==> config.mk <==
export PLATFORM = sky130hd
export DESIGN_NAME = l2_data_array_ctrl
export DESIGN_NICKNAME = d
export VERILOG_FILES = /design/src/rtl/l2_data_array_ctrl.sv
export SDC_FILE = /design/constraint.sdc
export NUM_CORES = 1
export LEC_CHECK = 0
export CAP_MARGIN = 30
export CELL_PAD_IN_SITES_DETAIL_PLACEMENT = 0
export CELL_PAD_IN_SITES_GLOBAL_PLACEMENT = 1
export CORE_AREA = 2 2 431 433
export CTS_BUF_LIST = sky130_fd_sc_hd__clkbuf_16
export DETAILED_ROUTE_END_ITERATION = 12
export DIE_AREA = 0 0 433 435
export GPL_ROUTABILITY_DRIVEN = 1
export PLACE_DENSITY_LB_ADDON = 0.1
export SETUP_SLACK_MARGIN = 0.05
export SLEW_MARGIN = 40
export SYNTH_ARGS = -nofsm -noshare
export SYNTH_HDL_FRONTEND = slang
export SYNTH_SLANG_ARGS = --single-unit
export TNS_END_PERCENT = 50
==> constraint.sdc <==
create_clock -name clk -period 8.7 [get_ports clk]
set_clock_uncertainty 0.15 [all_clocks]
set_input_delay 2.175 -clock clk [delete_from_list [all_inputs] [get_ports clk]]
set_output_delay 2.175 -clock clk [all_outputs]
set_load 0.1 [all_outputs]
==> src/rtl/l2_data_array_ctrl.sv <==
`timescale 1ns/1ps
// Requester-side controller for the single-port L2 data SRAM: zero-fills the array after
// reset, maps valid/ready requests onto the macro port and buffers read data in a small FIFO.
module l2_data_array_ctrl #(
    parameter int unsigned DATA_WIDTH = 256,
    parameter int unsigned ADDR_WIDTH = 4,
    parameter int unsigned NUM_WMASKS = DATA_WIDTH / 8,
    parameter int unsigned RSP_DEPTH  = 2
) (
    input  logic                  clk,
    input  logic                  rst_n,
    input  logic                  req_valid,
    output logic                  req_ready,
    input  logic                  req_we,
    input  logic [ADDR_WIDTH-1:0] req_addr,
    input  logic [NUM_WMASKS-1:0] req_wmask,
    input  logic [DATA_WIDTH-1:0] req_wdata,
    output logic                  rsp_valid,
    input  logic                  rsp_ready,
    output logic [DATA_WIDTH-1:0] rsp_rdata,
    output logic                  init_done,
    output logic                  sram_csb0,
    output logic                  sram_web0,
    output logic [NUM_WMASKS-1:0] sram_wmask0,
    output logic [ADDR_WIDTH-1:0] sram_addr0,
    output logic [DATA_WIDTH-1:0] sram_din0,
    input  logic [DATA_WIDTH-1:0] sram_dout0
);

    localparam logic [0:0] ST_INIT = 1'b0;
    localparam logic [0:0] ST_RUN  = 1'b1;

    localparam int unsigned CW = $clog2(RSP_DEPTH + 1);
    localparam int unsigned PW = (RSP_DEPTH > 1) ? $clog2(RSP_DEPTH) : 1;
    localparam logic [PW-1:0] LAST_PTR = PW'(RSP_DEPTH - 1);
    localparam logic [CW:0]   DEPTH_C  = (CW + 1)'(RSP_DEPTH);

    logic [0:0]            state_q, state_d;
    logic [ADDR_WIDTH-1:0] init_cnt_q, init_cnt_d;
    logic                  rd_inflight_q;
    logic [CW-1:0]         count_q, count_d;
    logic [PW-1:0]         wr_ptr_q, rd_ptr_q;
    logic [DATA_WIDTH-1:0] fifo_q [RSP_DEPTH];

    logic          running;
    logic          push;
    logic          pop;
    logic          rd_credit;
    logic          hs;
    logic          rd_hs;
    logic [CW:0]   credit_used;

    function automatic logic [PW-1:0] ptr_inc(input logic [PW-1:0] p);
        return (p == LAST_PTR) ? '0 : p + PW'(1);
    endfunction

    assign running   = (state_q == ST_RUN);
    assign push      = rd_inflight_q;
    assign pop       = rsp_valid && rsp_ready;
    // Reads need a free slot counting the in-flight word; a same-cycle pop frees one.
    assign credit_used = {1'b0, count_q} + (CW + 1)'(rd_inflight_q) - (CW + 1)'(pop);
    assign rd_credit = (credit_used < DEPTH_C);
    assign req_ready = running && (req_we || rd_credit);
    assign hs        = req_valid && req_ready;
    assign rd_hs     = hs && !req_we;
    assign rsp_valid = (count_q != '0);
    assign rsp_rdata = fifo_q[rd_ptr_q];
    assign init_done = running;

    always_comb begin
        state_d    = state_q;
        init_cnt_d = init_cnt_q;
        if (state_q == ST_INIT) begin
            init_cnt_d = init_cnt_q + ADDR_WIDTH'(1);
            if (init_cnt_q == '1) begin
                state_d = ST_RUN;
            end
        end
        count_d = count_q + CW'(push) - CW'(pop);
    end

    // The macro has no reset, so its port is forced idle while rst_n is low.
    always_comb begin
        sram_csb0   = 1'b1;
        sram_web0   = 1'b1;
        sram_wmask0 = '0;
        sram_addr0  = '0;
        sram_din0   = '0;
        if (rst_n) begin
            if (!running) begin
                sram_csb0   = 1'b0;
                sram_web0   = 1'b0;
                sram_wmask0 = '1;
                sram_addr0  = init_cnt_q;
            end else begin
                sram_csb0   = !hs;
                sram_web0   = !req_we;
                sram_wmask0 = req_wmask;
                sram_addr0  = req_addr;
                sram_din0   = req_wdata;
            end
        end
    end

    always_ff @(posedge clk or negedge rst_n) begin
        if (!rst_n) begin
            state_q       <= ST_INIT;
            init_cnt_q    <= '0;
            rd_inflight_q <= 1'b0;
            count_q       <= '0;
            wr_ptr_q      <= '0;
            rd_ptr_q      <= '0;
            for (int unsigned i = 0; i < RSP_DEPTH; i++) begin
                fifo_q[i] <= '0;
            end
        end else begin
            state_q       <= state_d;
            init_cnt_q    <= init_cnt_d;
            rd_inflight_q <= rd_hs;
            count_q       <= count_d;
            if (push) begin
                fifo_q[wr_ptr_q] <= sram_dout0;
                wr_ptr_q         <= ptr_inc(wr_ptr_q);
            end
            if (pop) begin
                rd_ptr_q <= ptr_inc(rd_ptr_q);
            end
        end
    end

endmodule

======== After elaboration in Yosys (flattened, before gate mapping) ========
Cells that the tools add are included.
storage, ports and cells
  bits in registers ....................... 522
  input bits .............................. 553
  output and inout port bits .............. 553
  logic and storage cells ................. 51
cells by class
  add/subtract/negate cells ............... 7
  order comparisons ....................... 4
  equal/unequal tests ..................... 1
  muxes and demuxes ....................... 20
  bitwise logic cells ..................... 2
  reduce and logical (&&, ||, !) cells .... 9
operator list
  cell                                                       number
  two-way mux 256 bit                                        6
  bitwise mux 512 bit                                        1
  demux 256 bit (select 1 bit)                               1
  two-way mux 32 bit                                         2
  two-way mux 1 bit                                          8
  two-way mux 4 bit                                          2
  logical AND 1 bit                                          5
  adder 4 x 1 -> 4 bit (second input constant)               1
  equality test 4 bit (second input constant)                1
  greater-or-equal comparator 2 bit (second input constant)  2
  NOT 1 -> 2 bit                                             2
  adder 2 x 1 -> 3 bit                                       1
  < comparator 3 x 2 -> 1 bit (second input constant)        1
  subtractor 3 x 1 -> 3 bit                                  1
  adder 1 bit (second input constant)                        2
  adder 2 x 1 -> 2 bit                                       1
  logical NOT 1 bit                                          2
  < comparator 2 x 1 -> 1 bit (second input constant)        1
  nonzero test 2 bit                                         1
  subtractor 2 x 1 -> 2 bit                                  1
  logical OR 1 bit                                           1

======== Logic depth before layout (Yosys ltp) ========
Gate-level depths: netlist of run 1.
  depth in word-level cells ............... 10
  gate-level depth with buffers ........... 8
  depth with buffers taken out ............ 8

======== Least setup slack after synthesis of run 1 ========
Ideal clock, no wire load.
  path kind ............................... input -> output
  start ................................... input rsp_ready
  end ..................................... output req_ready
  arrival ................................. 5.480 ns
  required time ........................... 6.375 ns
  slack ................................... 0.895 ns
  stages on the path ...................... 8
  buffers on the path ..................... 0
  cells stage by stage .................... o21a_1 -> ha_1 -> inv_1 -> ha_1 -> inv_1 -> fa_1 -> nand2_1 -> o21ai_0
on the way
  word-level cells in the longest chain between the ends .. 5
RTL lines
  element                      RTL line  source
  from (decl)                  19        input logic rsp_ready,
  logical AND 1 bit            59        assign pop = rsp_valid && rsp_ready;
  subtractor 3 x 1 -> 3 bit    61        assign credit_used = {1'b0, count_q} + (CW + 1)'(rd_inflight_q) - (CW + 1)'(pop);
  < comparator 3 x 2 -> 1 bit  62        assign rd_credit = (credit_used < DEPTH_C);
  logical OR 1 bit             63        assign req_ready = running && (req_we || rd_credit);
  logical AND 1 bit            63
  to (decl)                    13        output logic req_ready,
Every way passes these cells.

======== Final worst setup path of run 1 ========
  start ................................... input rsp_ready
  end ..................................... output req_ready
on the way
  word-level cells in the longest chain between the ends .. 5
RTL lines
  element                      RTL line  source
  logical AND 1 bit            59
  via pop                      47        logic pop;
  subtractor 3 x 1 -> 3 bit    61
  < comparator 3 x 2 -> 1 bit  62
  logical OR 1 bit             63
  logical AND 1 bit            63
The timed path passes the listed nets, and every way through them passes these cells.

==> results of run 1 <==
==> logic make-up (layout without fill, tap and decap cells) <==
group                      count (synthesis)  in the layout  synth area share, %
buffers and inverters                    188           1308                4.098
AOI/OAI and AO/OA                         36             36               0.7744
muxes                                    773            773                35.42
xor gates and xnor gates                   6              6               0.2112
other                                      0             25                    0
DFF                                      522            522                52.50
and+or+nand+nor                          273            273                6.769
adders and majority gates                  4              4               0.2313
==> per-layer routing <==
metal | wire length [µm] | vias up | global-route usage [%]
met1 | 41020 | 10020 | 11.98
li1 | - | 8594 | -
met4 | 6497 | 54 | 6.457
met5 | 328 | - | 0
met2 | 77830 | 704 | 28.39
met3 | 10340 | 238 | 4.889
==> area by class of cell <==
type | count | area, µm²
fillers | 19840 | 145200
multi-input cells | 1092 | 10820
diodes | 25 | 62.56
well taps | 2480 | 3103
clock buffers | 75 | 1877
inverters | 37 | 138.9
clock inverters | 62 | 585.6
repair buffers | 1134 | 9168
flip-flops and latches | 522 | 13070
==> stage by stage <==
step                      hold slack [ns]  instance area, µm²  setup WS [ns]  cells
final                              0.3325               38830          1.653   5427
after global routing               0.3542               38800          1.550   5415
after CTS                          0.3375               38650          1.643   5398
after detailed placement           0.3255               36190          1.653   5261
after global placement             0.3135               38010          1.525   5258
after floorplan                    0.3041               24880         0.8950   1802
==> synth_stat cells (all sizes together) <==
library cell / number
buf: 91
dfrtp: 522
o221a: 1
a31o: 1
nand3: 2
xnor2: 3
o21ai: 1
mux2: 769
nand2b: 2
or2: 1
nor2: 4
inv: 37
ha: 3
fa: 1
nand2: 5
and3: 256
nand4b: 1
nor3: 1
nor2b: 1
o21a: 1
xor2: 3
mux2i: 4
clkbuf: 60
a21oi: 32
==> state kept, by name, indices dropped and copies added (netlist names) <==
register    cells
push            1
init_done       1
rd_ptr_q        1
fifo_q        512
wr_ptr_q        1
count_q         2
init_cnt_q      4
==> critical path, cell delays in order <==
cell             delay, ns
clkdlybuf4s50_1       0.47
o21a_1                0.16
ha_1                  0.25
inv_1                 0.09
ha_1                  0.16
inv_1                 0.07
fa_1                  0.60
nand2_1               0.09
o21ai_0               0.29
buf_4                 0.36
==> worst max-delay path by stage <==
stage,from,end,slack (ns),depth (start not counted)
final,rsp_ready,req_ready,1.65,10
after global routing,rsp_ready,req_ready,1.55,10
after CTS,rsp_ready,req_ready,1.64,10
after detailed placement,rsp_ready,req_ready,1.65,10
after global placement,rsp_ready,req_ready,1.53,10
after floorplan,rsp_ready,req_ready,0.90,8
==> summary.md, run 1 <==
| Metric | Value |
|---|---|
| CTS Root Cell | `clkbuf_16` |
| Initial antenna violation count | `68` |
| Post-CTS Hold Buffers | `0` |
| H-tree levels | `3` |
| Max-Cap Viols | `0` |
| Post-DP HPWL | `107300 µm` |
| Crit path required time | `6.38 ns` |
| Worst Reg-to-Reg Cells | `5` |
| Routed Wire Length | `136000 µm` |
| Initial DRC Count | `609` |
| Core area | `184000 µm²` |
| Drt first pass iters | `4` |
| Area share of the largest cell type after synthesis | `52.50%` |
| Worst skew pair latency | `0.68 ns` |
| Slew @ Worst Pin | `0.8272 ns` |
| Worst hold path stage count | `1` |
| Distinct cell type count after synthesis | `31` |
| Most frequent cells in the layout | `mux2_2 (721), clkdlybuf4s50_1 (551), dfrtp_1 (520), buf_2 (383), and3_1 (256)` |
| Vias per std cell | `3.613` |
| Area of the die | `188400 µm²` |
| Yosys reg bits | `522` |
| Most common cell after layout, fill and taps aside | `mux2_2` |
| Run status | `completed` |
| Worst-path clk slew | `0.05 ns` |
| Die Width | `433 µm` |
| # IOs | `1106` |
| GRT Total Usage | `14.07%` |
| CTS tree | `built` |
| Area Overhead vs Synth | `56.05%` |
| RD Place Congestion | `0.9478` |
| Vias in the first global route | `21.85k` |
| Setup TNS | `0 ns` |
| Post-CTS Resized | `0` |
| FMAX | `141.9 MHz` |
| Synthesized cell area | `24880 µm²` |
| Critical path class | `primary input to output pin` |
| Final Hold Viols | `0` |
| Hold_sp | `fifo_q[324]` |
| Largest net degree at the start of global routing | `185` |
| Final Util | `21.10%` |
| Tcrit/Tclk final | `81.00%` |
| Hold crit path type | `flip-flop to flip-flop` |
| IO Port Bufs | `1105` |
| Synth area leader | `dfrtp_1` |
| Synth area leaders | `dfrtp_1 (52%), mux2_2 (33%), and3_1 (6.4%), mux2_4 (1.8%), buf_2 (1.2%)` |
| DRC Markers | `0` |
| Fraction of layout cells with a size suffix above 1 | `49.45%` |
| Antenna viol nets, final | `0` |
| Avg WL per Cell | `25.06 µm` |
| WHS Endpoint | `fifo_q[324]` |
| First-pass GRT wire length | `184400 µm` |
| Vias | `19.61k` |
| Syn. warnings | `0` |
| Postcts setup bufs | `0` |
| Unrepaired setup endpoints after global routing | `false` |
| R2r setup slk | `5.08 ns` |
| Reg-to-reg critical path startpoint | `push` |
| Worst setup SP type | `primary input` |
| Setup-failing EPs final | `0` |
| Syn Inst Count | `1802` |
| Final Critical Period | `7.047 ns` |
| Fin nets | `3419` |
| Critical Path Fanout Max | `4` |
| Rows | `158` |
| Slew headroom | `44.73%` |
| Die height | `435 µm` |
| Setup crit end kind | `output pin` |
| Critical R2R Capture | `fifo_q[491]` |
| Pins Over Slew Limit | `0` |
| Fraction of the yosys area taken by sequential cells | `52.50%` |
| Grt ovf | `0` |
| WP data arrival | `4.72 ns` |
| Clock buffer depth | `3` |
| Avg Cell Area, Syn | `13.81 µm²` |
| CTS Buf Count | `75` |
| Initial Util | `13.52%` |
| Clk sinks | `522` |
| Synthesized net count | `2359` |
Power of run 1 is left out: the tool's default activity adds up to more than one toggle a clock period on the data nets, which glitch-free logic cannot reach.
==> inputs of run 2 (changes only) <==
Clock period 8.7 ns to 6.5 ns, I/O delays scaled along.
==> summary.md, run 2 (synthesis results as in run 1) <==
| Metric | Value |
|---|---|
| Clock buffer depth | `3` |
| WP data arrival | `4.11 ns` |
| Post-CTS Resized | `0` |
| Setup TNS | `0 ns` |
| GRT Total Usage | `13.22%` |
| Crit path required time | `4.72 ns` |
| Initial antenna violation count | `71` |
| CTS tree | `built` |
| Unrepaired setup endpoints after global routing | `false` |
| Grt ovf | `0` |
| Area of placed instances | `38290 µm²` |
| Finished Cell Area | `40660 µm²` |
| Postcts setup bufs | `0` |
| Vias | `19.42k` |
| CP max-delay cell | `fa_1` |
| Setup crit end kind | `output pin` |
| Max incr delay on CP | `0.59 ns` |
| CTS Buf Count | `72` |
| Initial DRC Count | `485` |
| Die Width | `433 µm` |
| Final Hold Viols | `0` |
| Max-Cap Viols | `0` |
| Post-DP HPWL | `100300 µm` |
| Biggest register | `fifo_q` |
| Initial Util | `13.52%` |
| Fin nets | `3419` |
| Slew @ Worst Pin | `0.8309 ns` |
| Pins Over Slew Limit | `0` |
| Die height | `435 µm` |
| Met2 routed WL | `76830 µm` |
| WP buf/inv | `4` |
| Clk sinks | `522` |
| Antenna viol nets, final | `0` |
| Area of the die | `188400 µm²` |
| Worst-path clk slew | `0.05 ns` |
| Critical path class | `primary input to output pin` |
| # IOs | `1106` |
| Filler instances | `19.64k` |
| DRC Markers | `0` |
| CP cell instances | `clkdlybuf4s50_1, o21a_1, ha_1, inv_1, ha_1, inv_1, fa_1, nand2_1, o21ai_1, buf_12` |
| H-tree levels | `3` |
| Routed Wire Length | `128100 µm` |
| Run status | `completed` |
| Avg WL per Cell | `23.65 µm` |
| First-pass GRT wire length | `174900 µm` |
| FMAX | `169.9 MHz` |
| Post-CTS Hold Buffers | `0` |
| Final Critical Period | `5.884 ns` |
| Biggest regs | `fifo_q: 512 flops, init_cnt_q: 4 flops, count_q: 2 flops` |
| Setup-failing EPs final | `0` |
| Vias per std cell | `3.587` |
| Core area | `184000 µm²` |
| Critical Path Fanout Max | `4` |
| Area Overhead vs Synth | `63.42%` |
| Worst setup SP type | `primary input` |
| Rows | `158` |
| CTS Root Cell | `clkbuf_16` |
| Max FFs per register | `512` |
| Fraction of layout cells with a size suffix above 1 | `49.35%` |
| RD Place Congestion | `0.8276` |
| Largest net degree at the start of global routing | `228` |
| Largest delay share family, worst path | `adder cells` |
| Met3 routed WL | `9368 µm` |
| Slew headroom | `44.61%` |
| Vias in the first global route | `21.58k` |
| WL met1 | `38200 µm` |
| Most frequent cells in the layout | `mux2_2 (721), clkdlybuf4s50_1 (551), dfrtp_1 (520), and3_1 (256), buf_2 (245)` |
| Tcrit/Tclk final | `90.53%` |
| Worst skew pair latency | `0.67 ns` |
| IO Port Bufs | `1105` |
| Drt first pass iters | `4` |
| Most common cell after layout, fill and taps aside | `mux2_2` |
| Hold crit path type | `flip-flop to flip-flop` |
| Highest metal used | `met5` |
[run 2: layout make-up]
class	count	area, µm²	area share, %
Clock inverter	55	409.1	1.006
Tap cell	2480	3103	7.631
Inverter	37	141.4	0.3477
Timing Repair Buffer	1137	11250	27.67
Multi-Input combinational cell	1092	10810	26.60
Sequential cell	522	13070	32.14
Antenna cell	18	45.04	0.1108
Clock buffer	73	1827	4.493
[run 2: worst reg2reg max path: stages, from the launching register on]
cell and delay, ns:
dfrtp_1 0.47, nand2_4 0.50, buf_12 0.43, buf_16 0.36, mux2_2 0.67
[run 2: worst paths after layout]
path,startpoint,cells past startpoint,to,slack (ns)
min reg2reg,fifo_q[326],1,fifo_q[326],0.33
max in group asynchronous,rst_n,5,fifo_q[369],3.66
max reg2reg,push,4,fifo_q[203],3.78
max,rsp_ready,10,req_ready,0.62
min,fifo_q[326],1,fifo_q[326],0.33
min in group asynchronous,rst_n,1,fifo_q[175],0.62
[run 2: per-stage QoR]
| stage | cells | util, % | setup WS (ns) | hold WS (ns) |
|---|---|---|---|---|
| after global placement | 5262 | 21.44 | 0.5534 | 0.3127 |
| after CTS | 5393 | 22.02 | 0.5965 | 0.3361 |
| after floorplan | 1802 | - | 0.5501 | 0.3041 |
| after global routing | 5404 | 22.08 | 0.4882 | 0.3493 |
| after detailed placement | 5265 | 20.81 | 0.6336 | 0.3223 |
| final | 5414 | 22.09 | 0.6157 | 0.3312 |
[run 2: routing by layer]
metal  GRT usage, %  vias to the layer above
met3          4.457                      207
met2          28.01                      679
li1               -                     8598
met1          11.15                     9889
met5              0                        -
met4          3.739                       46
Power of run 2 is left out for the same reason.
==> inputs of run 3 (changes only) <==
Settings changed: GPL_ROUTABILITY_DRIVEN 1 to default.
==> results of run 3 <==
The final DEF is identical to that of run 2; final timing and power are the same.
Power of run 3 is left out for the same reason.
